===== src/rtl/qspim_wb_arb.sv =====
// Round-robin arbiter sharing the QSPI master's Wishbone slave port between NUM_M masters.
// Grants are held until ack/err, followed by a one-cycle gap; a watchdog aborts stalled transfers.
module qspim_wb_arb #(
    parameter int NUM_M    = 3,
    parameter int WB_WIDTH = 32
) (
    input  logic                      mclk,
    input  logic                      rst,
    input  logic [NUM_M-1:0]          m_stb_i,
    input  logic [NUM_M*WB_WIDTH-1:0] m_adr_i,
    input  logic [NUM_M-1:0]          m_we_i,
    input  logic [NUM_M*WB_WIDTH-1:0] m_dat_i,
    input  logic [NUM_M*4-1:0]        m_sel_i,
    output logic [WB_WIDTH-1:0]       m_dat_o,
    output logic [NUM_M-1:0]          m_ack_o,
    output logic [NUM_M-1:0]          m_err_o,
    output logic                      s_stb_o,
    output logic                      s_we_o,
    output logic [WB_WIDTH-1:0]       s_adr_o,
    output logic [WB_WIDTH-1:0]       s_dat_o,
    output logic [3:0]                s_sel_o,
    input  logic [WB_WIDTH-1:0]       s_dat_i,
    input  logic                      s_ack_i,
    input  logic                      s_err_i,
    input  logic [15:0]               cfg_tmo_cnt,
    output logic                      tmo_fsm_reset,
    output logic [1:0]                grant_id,
    output logic [7:0]                tmo_err_cnt
);

    typedef enum logic [1:0] {
        IDLE = 2'd0,
        BUSY = 2'd1,
        GAP  = 2'd2
    } state_t;

    state_t      state_r, state_s;
    logic [1:0]  grant_r, grant_s;
    logic [1:0]  last_grant_r, last_grant_s;
    logic [15:0] wdog_r;
    logic [7:0]  tmo_cnt_r;
    logic [1:0]  pick_s;
    logic        pick_found_s;
    logic        gstb_s;
    logic        expire_s;

    assign m_dat_o     = s_dat_i;
    assign grant_id    = grant_r;
    assign tmo_err_cnt = tmo_cnt_r;

    // Circular search for the first requester after the last completed grant.
    always_comb begin
        pick_found_s = 1'b0;
        pick_s       = 2'd0;
        for (int k = 1; k <= NUM_M; k++) begin
            for (int i = 0; i < NUM_M; i++) begin
                if (!pick_found_s && m_stb_i[i] && (i == (int'(last_grant_r) + k) % NUM_M)) begin
                    pick_found_s = 1'b1;
                    pick_s       = 2'(i);
                end else begin
                    pick_found_s = pick_found_s;
                end
            end
        end
    end

    // Request path mux: follows grant_r, so it holds the last owner's signals outside BUSY.
    always_comb begin
        gstb_s  = 1'b0;
        s_we_o  = 1'b0;
        s_adr_o = {WB_WIDTH{1'b0}};
        s_dat_o = {WB_WIDTH{1'b0}};
        s_sel_o = 4'd0;
        for (int i = 0; i < NUM_M; i++) begin
            if (grant_r == 2'(i)) begin
                gstb_s  = m_stb_i[i];
                s_we_o  = m_we_i[i];
                s_adr_o = m_adr_i[i*WB_WIDTH +: WB_WIDTH];
                s_dat_o = m_dat_i[i*WB_WIDTH +: WB_WIDTH];
                s_sel_o = m_sel_i[i*4 +: 4];
            end else begin
                gstb_s = gstb_s;
            end
        end
    end

    // Arbitration FSM next state plus the combinational strobe/ack/err/timeout outputs.
    always_comb begin
        state_s       = state_r;
        grant_s       = grant_r;
        last_grant_s  = last_grant_r;
        s_stb_o       = 1'b0;
        m_ack_o       = {NUM_M{1'b0}};
        m_err_o       = {NUM_M{1'b0}};
        tmo_fsm_reset = 1'b0;
        expire_s      = 1'b0;
        case (state_r)
            IDLE: begin
                if (pick_found_s) begin
                    grant_s = pick_s;
                    state_s = BUSY;
                end else begin
                    state_s = IDLE;
                end
            end
            BUSY: begin
                s_stb_o = gstb_s;
                // A completing ack/err beats expiry; >= covers a limit lowered below wdog mid-transfer.
                expire_s = gstb_s && !s_ack_i && !s_err_i && (cfg_tmo_cnt != 16'd0) &&
                           (wdog_r >= cfg_tmo_cnt - 16'd1);
                tmo_fsm_reset = expire_s;
                for (int i = 0; i < NUM_M; i++) begin
                    if (grant_r == 2'(i)) begin
                        m_ack_o[i] = s_ack_i;
                        m_err_o[i] = s_err_i | expire_s;
                    end else begin
                        m_ack_o[i] = 1'b0;
                    end
                end
                if (s_ack_i || s_err_i || !gstb_s || expire_s) begin
                    last_grant_s = grant_r;
                    state_s      = GAP;
                end else begin
                    state_s = BUSY;
                end
            end
            GAP:     state_s = IDLE;
            default: state_s = IDLE;
        endcase
    end

    // State, grant history, watchdog and expiry counter registers.
    always_ff @(posedge mclk or posedge rst) begin
        if (rst) begin
            state_r      <= IDLE;
            grant_r      <= 2'd0;
            last_grant_r <= 2'(NUM_M - 1);
            wdog_r       <= 16'd0;
            tmo_cnt_r    <= 8'd0;
        end else begin
            state_r      <= state_s;
            grant_r      <= grant_s;
            last_grant_r <= last_grant_s;
            if (state_r == BUSY) begin
                wdog_r <= (wdog_r == 16'hFFFF) ? wdog_r : wdog_r + 16'd1;
            end else begin
                wdog_r <= 16'd0;
            end
            if (expire_s && (tmo_cnt_r != 8'hFF)) begin
                tmo_cnt_r <= tmo_cnt_r + 8'd1;
            end else begin
                tmo_cnt_r <= tmo_cnt_r;
            end
        end
    end

endmodule

===== config.mk =====
export PLATFORM = sky130hd
export DESIGN_NAME = qspim_wb_arb
export DESIGN_NICKNAME = d
export VERILOG_FILES = /design/src/rtl/qspim_wb_arb.sv
export SDC_FILE = /design/constraint.sdc
export NUM_CORES = 1
export LEC_CHECK = 0
export BUFFER_PORTS_ARGS = -buffer_cell sky130_fd_sc_hd__buf_4
export CORE_AREA = 2 2 149 151
export DETAILED_ROUTE_END_ITERATION = 7
export DIE_AREA = 0 0 151 153
export PLACE_DENSITY = 0.5
export SETUP_SLACK_MARGIN = 0.2
export SLEW_MARGIN = 10
export SYNTH_ARGS = -nofsm -noshare
export SYNTH_HDL_FRONTEND = slang
export SYNTH_SLANG_ARGS = --single-unit

===== constraint.sdc =====
create_clock -name mclk -period 6.38 [get_ports mclk]
set_input_delay 0.319 -clock mclk [delete_from_list [all_inputs] [get_ports mclk]]
set_output_delay 0.319 -clock mclk [all_outputs]
set_load 0.01 [all_outputs]

# Yosys cells after proc, flatten, opt, wreduce, memory -nomap -nowiden
# Index checks and enable logic that the tools add are counted.
# word_totals
register_bits	30
latchBits	0
ram_bits	0
romBits	0
in_bits	262
output_inout_bits	119
elab_cells	119
mem_count	0
# op_classes
n_addsub	6
n_mul	0
div_mod_pow	3
magnitude_cmp	1
n_eq_ne	12
shifts	0
n_mux	47
n_bitwise	1
n_reduce_logical	44
# ops
op	n
$mux W32	6
$eq A2 B32 Y1 const A	3
$eq A3 B32 Y1 const A	3
$logic_not A32 Y1	3
$mod A32 B3 Y32 const B	3
$mux W16	2
$mux W1	25
$logic_and A1 B1 Y1	22
$add A16 B1 Y16 const B	1
$eq A16 B16 Y1 const B	1
$ge A16 B16 Y1	1
$mux W2	8
$reduce_bool A16 Y1	1
$sub A16 B1 Y16 const B	1
$mux W4	3
$logic_not A1 Y1	11
$add A8 B1 Y8 const B	1
$ne A8 B8 Y1 const B	1
$add A2 B2 Y3 const B	2
$mux W3	2
$eq A2 B1 Y1 const B	2
$logic_not A2 Y1	2
$pmux W2 S2	1
$reduce_and A2 Y1	2
5 further kinds	7

# Logic depth before layout (Yosys ltp)
# Gate-level depths: netlist of run 1.
# depth
depth_word	39
mapped_depth	14

# Least setup slack after synthesis of run 1
# Ideal clock, no wire load.
# synth_path
kind	input to output
startpoint	in cfg_tmo_cnt[8]
endpoint	out m_err_o[0]
t_arrival_ns	3.137
slack_ns	2.924
stages	12
n_path_buf	1
cell_sequence	or4_4 > or4_4 > nor2_1 > xnor2_1 > ha_1 > nand2_1 > o21bai_1 > nor3_1 > a211oi_2 > buf_4 > a32oi_2 > nor3_1
# synth_via
elab_chain_cells	6
# synth_rtl
element	line	source
start: declaration	25	input logic [15:0] cfg_tmo_cnt,
$sub A16 B1 Y16 or $reduce_bool A16 Y1 (tied branches)	110, 109	
$ge A16 B16 Y1 or $logic_and A1 B1 Y1 (tied branches)	110, 109	
$logic_and A1 B1 Y1 (*)	109	expire_s = gstb_s && !s_ack_i && !s_err_i && (cfg_tmo_cnt != 16'd0) &&
$or A1 B1 Y1 (*)	115	m_err_o[i] = s_err_i | expire_s;
$mux W1 (*)	113	if (grant_r == 2'(i)) begin
$mux W3 (*)	97	case (state_r)
end: declaration	16	output logic [NUM_M-1:0] m_err_o,
# Every way passes the cells marked *; elsewhere a longest branch is shown, timed or not.

# Worst setup path after layout of run 1
# layout_path
startpoint	in cfg_tmo_cnt[0]
endpoint	out m_err_o[2]
# The elaborated chain is that of the path after synthesis.

==> flow_metrics.tcl, run 1 <==
set metrics [dict create \
    min_path_type "in -> async" \
    cts_tree "built" \
    cts_max_path_buffers 2 \
    placeableCoreArea_um2 21500 \
    skew_ns 0.00431 \
    status "complete, no violations" \
    synthDistinctLibCells 49 \
    path_clk_slew_ns 0.05 \
    grt_max_degree 76 \
    layout_setup_ws_ns 2.19 \
    remaining_drc_errors 0 \
    drive_gt1_share_pct 44.3 \
    final_cell_mix "321 x buf_4, 87 x nand2_1, 76 x o21ai_0, 73 x mux2i_1, 29 x nor2_1" \
    cts_resized 0 \
    grt_pass1_wl_um 27500 \
    synthArstFlopShare_pct 100 \
    multi_input_area_um2 2730 \
    hpwl_um 16900 \
    grt-ovfl-total 0 \
    routed-via-count 4547 \
    min_period_over_period_pct 65.7 \
    grt_pass1_vias 4564 \
    initial_core_util_pct 18.0 \
    track_usage_pct 15.8 \
    synth_warnings 0 \
    rsz0062_at_grt "no" \
    cp_max_fo 12 \
    ys_ff_latch 30 \
    synth_edf_count 0 \
    register_area_um2 757 \
    crit_type "in -> out" \
    required_ns 6.06 \
    gp_congestion 0.787 \
    dp_slack_ns 2.20 \
    setup_viol 0 \
    fp-row-count 54 \
    slew_headroom_pct 44.7 \
    tns_ns 0 \
    ant_nets 0 \
    drtIter0Drc 214 \
    fillCellCount 2337 \
    vdd_drop_max_uv 146 \
    layout.nets 1055 \
    wire_per_inst_um 18.2 \
    power.density_nw_per_um2 308 \
    drtPass1Iterations 4 \
    p_leak_nw 3.02 \
    syn_avg_cell_area_um2 7.67 \
    die_area_um2 23100 \
    die_h_um 153 \
    power_w 0.00198 \
    cts_root_buf "clkbuf_16" \
    io-pin-count 381 \
    arrival_ns 3.88 \
    finalHoldViolations 0 \
    layout_commonest_cell "buf_4" \
    endpoint_kind "primary output" \
    syn-num-nets 786 \
    area_growth_pct 66.7 \
    cts_buffers 5 \
    synthFlopType "dfrtp_1" \
    viasPerCell 4.32 \
    antenna_found_initial 1 \
    die_w_um 151 \
    clk_latency_ns 0.27 \
    drv_slew 0 \
    numClockSinks 30 \
    cp-start-kind "primary input" \
    worstRegToRegCells 6 \
    min_period_ns 4.19 \
    hold_slack_ns 0.126 \
    cts.htree.levels 2 \
    syn-instance-count 503 \
    io_buffers 316 \
    synth.cell_area_um2 3860 \
    worst_pin_slew_ns 0.822 \
    maxCapViolations 0 \
    cts_setup_buffers 0 \
    routed_wl_um 19200 \
    fmax_ghz 0.238 \
    final_core_util_pct 29.9 \
    cts_hold_buf 0 \
    yosysSeqAreaShare_pct 19.5 \
]
[worst max-delay path, cell delays in order]
cell and delay [ns]:
buf_4 0.12, inv_1 0.08, ha_1 0.18, nor3b_1 0.41, nand2_1 0.24, or3_1 0.37, xor2_1 0.15, ha_1 0.28
a21o_1 0.18, a221o_1 0.33, nor3_1 0.18, a211oi_2 0.10, buf_4 0.21, a32oi_2 0.41, nor2_1 0.13, buf_4 0.18
[kinds of logic (layout without fill, tap and decap cells)]
family	Yosys count	in the layout	synth area share (%)
simple gates	172	172	20.5
compound gates	106	106	16.8
mux	76	76	19.9
buf+inv	69	338	9.93
flops	30	30	19.5
xor+xnor	29	29	6.58
fa+ha+maj	21	21	6.81
other cells	0	1	0
[synthesized netlist by cell type, types with 2 or more instances]
cell type  instances  area share, %
ha_1              21            6.8
or3_1              2           0.32
or4_4              2           0.58
buf_4             33            6.4
a211o_1            2           0.45
nor2b_1            3           0.49
a31oi_1            2           0.32
nor2_1            29            2.8
and3_1             7            1.1
a21oi_1            6           0.78
mux2_2             2           0.58
nor3_1             9            1.2
clkbuf_1          23            2.2
nand2_1           87            8.5
nand2b_1           2           0.32
inv_1             10           0.97
nand4_1            8            1.3
dfrtp_1           29             19
and4_1             3           0.68
nor4_1             5           0.81
and2_1             5           0.81
nand3_1            7           0.91
o31ai_1            2           0.39
o21a_1             2           0.39
o21bai_1           2           0.39
buf_1              3           0.29
o21ai_0           76            9.9
mux2i_1           73             19
xor2_1            13            3.0
xnor2_1           16            3.6
[through the flow]
stage	std cells	area (um2)
4_1_cts	1052	6430
3_3_place_gp	1045	6280
3_5_place_dp	1045	6280
2_1_floorplan	503	3860
6_report	1053	6430
5_1_grt	1053	6430
[flip-flops by register name, indices dropped and copies added (netlist names)]
signal and cells:
last_grant_r 2, grant_id 2, state_r 2, tmo_err_cnt 8, wdog_r 16
[layout make-up]
| cell class | instances | share of cell area [%] |
|---|---|---|
| multi-input cells | 404 | 42.5 |
| repair buffers | 321 | 37.5 |
| flip-flops and latches | 30 | 11.8 |
| well taps | 280 | 5.45 |
| clock buffers | 7 | 2.22 |
| inverters | 10 | 0.584 |
| diodes | 1 | 0.0389 |
[per-layer routing]
layer	vias up	routed length, um	global-route usage [%]
li1	2290	-	-
met2	201	8970	25.7
met5	-	0	0
met1	2048	8260	20.9
met4	0	126	2.18
met3	8	1800	5.31
[final timing paths]
| check | startpoint | end | slack (ns) |
|---|---|---|---|
| setup / recovery | cfg_tmo_cnt[0] | m_err_o[2] | 2.19 |
| hold / removal | rst | wdog_r[5] | 0.13 |
| setup reg to reg | grant_id[1] | tmo_err_cnt[1] | 3.30 |
| min in group mclk | m_stb_i[1] | grant_id[0] | 0.33 |
| hold reg to reg | last_grant_r[1] | last_grant_r[1] | 0.50 |
| max in group asynchronous | rst | last_grant_r[1] | 5.93 |
[where the power goes]
part,leakage [nW],total [W],internal [W],switching (W)
Combinational,2.55,0.00146,0.000651,0.000804
Sequential,0.401,0.000297,0.000215,0.0000818
Clock,0.0700,0.000229,0.000153,0.0000762
Total,3.02,0.00198,0.00102,0.000963
Power figures use the tool's default switching activity.
==> run 2: changes to the inputs <==
==> constraint.sdc (replaced) <==
create_clock -name mclk -period 4 [get_ports mclk]
set_input_delay 0.2 -clock mclk [delete_from_list [all_inputs] [get_ports mclk]]
set_output_delay 0.2 -clock mclk [all_outputs]
set_load 0.01 [all_outputs]
==> flow_metrics.tcl, run 2 (synthesis gave the netlist of run 1 again) <==
set metrics [dict create \
    clkPwrFrac_pct 11.8 \
    grt-ovfl-total 0 \
    grt_pass1_wl_um 27900 \
    finalHoldViolations 0 \
    cp_slowest_cell "or4_4" \
    routed_wl_um 19300 \
    internal-power_w 0.00164 \
    fmax_ghz 0.288 \
    grt_pass1_vias 4546 \
    endpoint_kind "primary output" \
    track_usage_pct 16.0 \
    die_w_um 151 \
    cts_tree "built" \
    clk_latency_ns 0.27 \
    power.density_nw_per_um2 492 \
    initial_core_util_pct 18.0 \
    fillCellCount 2363 \
    crit_type "in -> out" \
    arrival_ns 3.27 \
    r2r-end "tmo_err_cnt[1]" \
    setup_viol 0 \
    placeableCoreArea_um2 21500 \
    fp-row-count 54 \
    die_area_um2 23100 \
    sequentialPowerShare_pct 12.6 \
    cts_buffers 5 \
    io-pin-count 381 \
    min_period_ns 3.47 \
    drtIter0Drc 160 \
    maxCapViolations 0 \
    die_h_um 153 \
    layout_commonest_cell "buf_4" \
    cp_max_fo 5 \
    cts_root_buf "clkbuf_16" \
    slowest_delay_ns 0.55 \
    io_buffers 316 \
    regMostFlops "wdog_r" \
    power_frac_comb_pct 75.6 \
    min_to "grant_id[0]" \
    numClockSinks 30 \
    min_path_type "in -> reg" \
    vdd_drop_max_uv 202 \
    switchingPower_w 0.00155 \
    cts_max_path_buffers 2 \
    cts.htree.levels 2 \
    cts_setup_buffers 0 \
    path_clk_slew_ns 0.05 \
    routed-via-count 4539 \
    power_w 0.00318 \
    whs_path_depth 3 \
    worst_pin_slew_ns 1.06 \
    antenna_found_initial 0 \
    skew_ns 0.00648 \
    worstHoldStart "m_stb_i[1]" \
    drive_gt1_share_pct 44.6 \
    drv_slew 0 \
    drtPass1Iterations 4 \
    num_antenna_cells 0 \
    worstRegToRegCells 8 \
    tns_ns 0 \
    layout.nets 1057 \
    worstPathCellList "buf_4 -> or4_4 -> or4_4 -> nor2_1 -> xnor2_1 -> ha_1 -> nand2_1 -> o21bai_1 -> nor3_1 -> a211oi_2 -> a32oi_2 -> nor2_1 -> buf_4" \
    rsz0062_at_grt "no" \
    cp-start-kind "primary input" \
    largest_register_ffs 16 \
    area_growth_pct 67.4 \
    hpwl_um 17000 \
    min_period_over_period_pct 86.8 \
    ant_nets 0 \
    switching_share_pct 48.6 \
    grt_max_degree 74 \
    viasPerCell 4.30 \
    p_leak_nw 3.04 \
    final_cell_mix "322 x buf_4, 87 x nand2_1, 76 x o21ai_0, 73 x mux2i_1, 29 x nor2_1" \
    remaining_drc_errors 0 \
    wire_per_inst_um 18.3 \
    gp_congestion 0.803 \
    r2r_start "wdog_r[15]" \
    reg2reg_slack_ns 1.57 \
    required_ns 3.80 \
    status "complete, no violations" \
    slew_headroom_pct 29.2 \
]
run 2: cell types whose count changed in the layout (fill, tap and decap cells not counted):
cell,previous run,this run
buf_4,321,322
clkbuf_1,1,0
clkinv_2,0,1
clkinvlp_4,0,1
diode_2,1,0
dlygate4sd3_1,0,1
nor3b_1,1,0
nor3b_2,0,1
run 2: how the worst max path moves through the flow:
| stage | start | slack, ns | end |
|---|---|---|---|
| detailed placement | cfg_tmo_cnt[0] | 0.32 | m_err_o[2] |
| global route | cfg_tmo_cnt[1] | 0.28 | m_err_o[2] |
| floorplan | cfg_tmo_cnt[8] | 0.78 | m_err_o[0] |
| global placement | cfg_tmo_cnt[0] | 0.35 | m_err_o[2] |
| finish | cfg_tmo_cnt[8] | 0.53 | m_err_o[2] |
| CTS | cfg_tmo_cnt[0] | 0.32 | m_err_o[2] |
run 2: routing by layer:
metal	wire length, um	up-vias	GRT usage, %
li1	-	2287	-
met1	8370	2050	21.8
met2	9030	194	26.2
met3	1840	8	4.60
met4	88	0	1.51
met5	0	-	0
run 2: cell type report:
| type | instances | area [um2] | area share (%) |
|---|---|---|---|
| Multi-Input combinational cell | 404 | 2740 | 42.3 |
| Timing Repair Buffer | 323 | 2430 | 37.6 |
| Inverter | 10 | 37.5 | 0.581 |
| Sequential cell | 30 | 757 | 11.7 |
| Tap cell | 280 | 350 | 5.42 |
| Clock inverter | 2 | 12.5 | 0.194 |
| Clock buffer | 6 | 139 | 2.15 |
run 2: per-stage QoR:
step | hold slack (ns) | instances | setup WS, ns | utilization, % | cell area (um2)
finish | 0.202 | 1055 | 0.527 | 30.1 | 6460
global route | 0.236 | 1055 | 0.285 | 30.1 | 6460
CTS | 0.196 | 1055 | 0.325 | 30.0 | 6450
detailed placement | 0.154 | 1046 | 0.321 | 29.3 | 6290
global placement | 0.145 | 1046 | 0.348 | 29.3 | 6290
floorplan | 0.290 | 503 | 0.782 | - | 3860
run 2: worst max-delay path, delay by kind of cell:
family	cells	cell delay, ns
AOI/OAI and AO/OA	3	0.83
xor gates and xnor gates	1	0.08
adders and majority gates	1	0.31
buffers and inverters	2	0.30
and+or+nand+nor	6	1.54
run 2: power groups by stage:
stage                     clock, W  combinational (W)  sequential, W
final                     0.000376            0.00240       0.000400
after floorplan                  0            0.00121       0.000371
after global routing      0.000405            0.00261       0.000407
after detailed placement         0            0.00245       0.000405
after global placement           0            0.00244       0.000406
after CTS                 0.000386            0.00245       0.000401
run 2: what timing repair did:
item | CTS | global route
endpoints found under the setup margin | 0 | 3
hold endpoints to repair | 6 | 0
hold buffers | 1 | 0
gates resized for setup | 0 | 1
==> run 3: changes to the inputs <==
--- a/config.mk
+++ b/config.mk
@@ -6,10 +6,11 @@
 export NUM_CORES = 1
 export LEC_CHECK = 0
 export BUFFER_PORTS_ARGS = -buffer_cell sky130_fd_sc_hd__buf_4
-export CORE_AREA = 2 2 149 151
+export CELL_PAD_IN_SITES_DETAIL_PLACEMENT = 2
+export CELL_PAD_IN_SITES_GLOBAL_PLACEMENT = 2
+export CORE_UTILIZATION = 17
 export DETAILED_ROUTE_END_ITERATION = 7
-export DIE_AREA = 0 0 151 153
-export PLACE_DENSITY = 0.5
+export PLACE_DENSITY = 0.85
 export SETUP_SLACK_MARGIN = 0.2
 export SLEW_MARGIN = 10
 export SYNTH_ARGS = -nofsm -noshare
==> flow_metrics.tcl, run 3 (synthesis gave the netlist of run 1 again) <==
set metrics [dict create \
    placed_cells 1048 \
    drtIter0Drc 122 \
    switching_share_pct 48.3 \
    path_clk_slew_ns 0.05 \
    sequentialPowerShare_pct 14.4 \
    min_path_type "in -> async" \
    r2r_start "wdog_r[10]" \
    cp-start-kind "primary input" \
    drive_gt1_share_pct 44.7 \
    crit_family "simple AND/OR/NAND/NOR gates" \
    grt_pass1_vias 5320 \
    cts_hold_buf 0 \
    setup_viol 0 \
    min_period_ns 3.54 \
    register_area_um2 757 \
    routed-via-count 4781 \
    die_h_um 153 \
    grt_use_met2_pct 35.9 \
    drtPass1Iterations 8 \
    remaining_drc_errors 8 \
    numClockSinks 30 \
    skew_ns 0.00232 \
    io_buffers 316 \
    p_leak_nw 3.04 \
    worst-path-buf-inv 3 \
    slowest_delay_ns 0.56 \
    power_frac_comb_pct 73.7 \
    crit_type "in -> out" \
    finalHoldViolations 0 \
    cts_buffers 5 \
    die_area_um2 23300 \
    fin_cells 1056 \
    required_ns 3.80 \
    use_met3_pct 3.38 \
    power.density_nw_per_um2 490 \
    grt-ovfl-total 0 \
    area_growth_pct 67.5 \
    cp_slowest_cell "or4_4" \
    viasPerCell 4.53 \
    drv_slew 0 \
    slew_headroom_pct 37.3 \
    fp-row-count 54 \
    cp_max_fo 5 \
    gp_congestion 0.801 \
    wire_per_inst_um 20.4 \
    cts_setup_buffers 0 \
    die_w_um 153 \
    fillCellCount 2593 \
    busiest_layer "met2" \
    initial_core_util_pct 17.5 \
    fmax_ghz 0.282 \
    cts_resized 0 \
    hpwl_um 18200 \
    clkPwrFrac_pct 12.0 \
    min_period_over_period_pct 88.6 \
    multi_input_area_um2 2740 \
    io-pin-count 381 \
    tns_ns 0 \
    worstPathCellList "buf_4 -> or4_4 -> or4_4 -> nor2_1 -> xnor2_1 -> ha_1 -> nand2_1 -> o21bai_1 -> nor3_1 -> a211oi_2 -> a32oi_2 -> buf_4 -> nor3_1 -> buf_4" \
    grtUsageMet1_pct 18.9 \
    final_cell_mix "324 x buf_4, 87 x nand2_1, 76 x o21ai_0, 73 x mux2i_1, 29 x nor2_1" \
    worstRegToRegCells 8 \
    internal-power_w 0.00164 \
    arrival_ns 3.34 \
    clk_latency_ns 0.28 \
    switchingPower_w 0.00153 \
    grt_max_degree 70 \
    cts_max_path_buffers 2 \
    cts_root_buf "clkbuf_16" \
    layout_commonest_cell "buf_4" \
    cts_tree "built" \
    place_area_um2 6310 \
    placeableCoreArea_um2 22000 \
    ant_nets 0 \
    layout.nets 1058 \
    violations "design-rule violations" \
    final_area_um2 6460 \
    cts.htree.levels 2 \
    status "finished with violations" \
    largest_register_ffs 16 \
    num_antenna_cells 0 \
    worst_pin_slew_ns 0.940 \
    antenna_found_initial 0 \
    regMostFlops "wdog_r" \
    crit_path_frequent_cell "buf_4" \
    vdd_drop_max_uv 210 \
    endpoint_kind "primary output" \
    grt_pass1_wl_um 31500 \
    track_usage_pct 17.8 \
    r2r-end "last_grant_r[1]" \
    maxCapViolations 0 \
    reg2reg_slack_ns 1.51 \
    routed_wl_um 21500 \
    rsz0062_at_grt "no" \
]
[run 3: cell count changes in the layout (fill, tap and decap cells not counted), sizes merged]
cell	change
buf	+2
clkbuf	+1
clkinvlp	-1
dlygate4sd3	-1
[run 3: worst max path at each step]
stage / depth (start not counted) / startpoint / slack (ns) / end
after detailed placement: 15 / cfg_tmo_cnt[0] / 0.36 / last_grant_r[1]
after CTS: 16 / cfg_tmo_cnt[0] / 0.34 / m_err_o[0]
after floorplan: 12 / cfg_tmo_cnt[8] / 0.78 / m_err_o[0]
final: 14 / cfg_tmo_cnt[8] / 0.46 / m_err_o[0]
after global routing: 14 / cfg_tmo_cnt[8] / 0.27 / m_err_o[0]
after global placement: 16 / cfg_tmo_cnt[0] / 0.48 / m_err_o[0]
[run 3: cell type report]
type / count / area share [%]
Multi-Input combinational cell: 404 / 42.3
Timing Repair Buffer: 324 / 37.7
Sequential cell: 30 / 11.7
Tap cell: 280 / 5.42
Clock buffer: 7 / 2.21
Inverter: 10 / 0.581
Clock inverter: 1 / 0.0775
[run 3: power groups by stage]
stage | clock [W] | sequential, W | combinational (W)
global placement | 0 | 0.000464 | 0.00235
CTS | 0.000390 | 0.000460 | 0.00241
global route | 0.000399 | 0.000467 | 0.00252
floorplan | 0 | 0.000371 | 0.00121
finish | 0.000379 | 0.000454 | 0.00233
detailed placement | 0 | 0.000465 | 0.00240
[run 3: per-stage QoR]
| stage | util [%] | total power, W | hold slack [ns] | setup WS, ns |
|---|---|---|---|---|
| final | 29.3 | 0.00316 | 0.0157 | 0.455 |
| after global routing | 29.3 | 0.00338 | 0.0451 | 0.268 |
| after CTS | 29.3 | 0.00326 | 0.0320 | 0.341 |
| after detailed placement | 28.6 | 0.00287 | 0.326 | 0.360 |
| after global placement | 28.6 | 0.00281 | 0.314 | 0.482 |
| after floorplan | - | 0.00158 | 0.290 | 0.782 |
[run 3: routing by layer]
layer / share of wire (%) / wire length [um] / vias to the layer above
li1: - / - / 2287
met1: 38 / 8180 / 2317
met2: 56 / 12000 / 164
met3: 5.0 / 1070 / 13
met4: 1.2 / 268 / 0
met5: 0 / 0 / -
[run 3: tightest hold or removal path, cell delays in order]
cell	delay, ns
buf_4	0.11
inv_1	0.04
buf_4	0.36
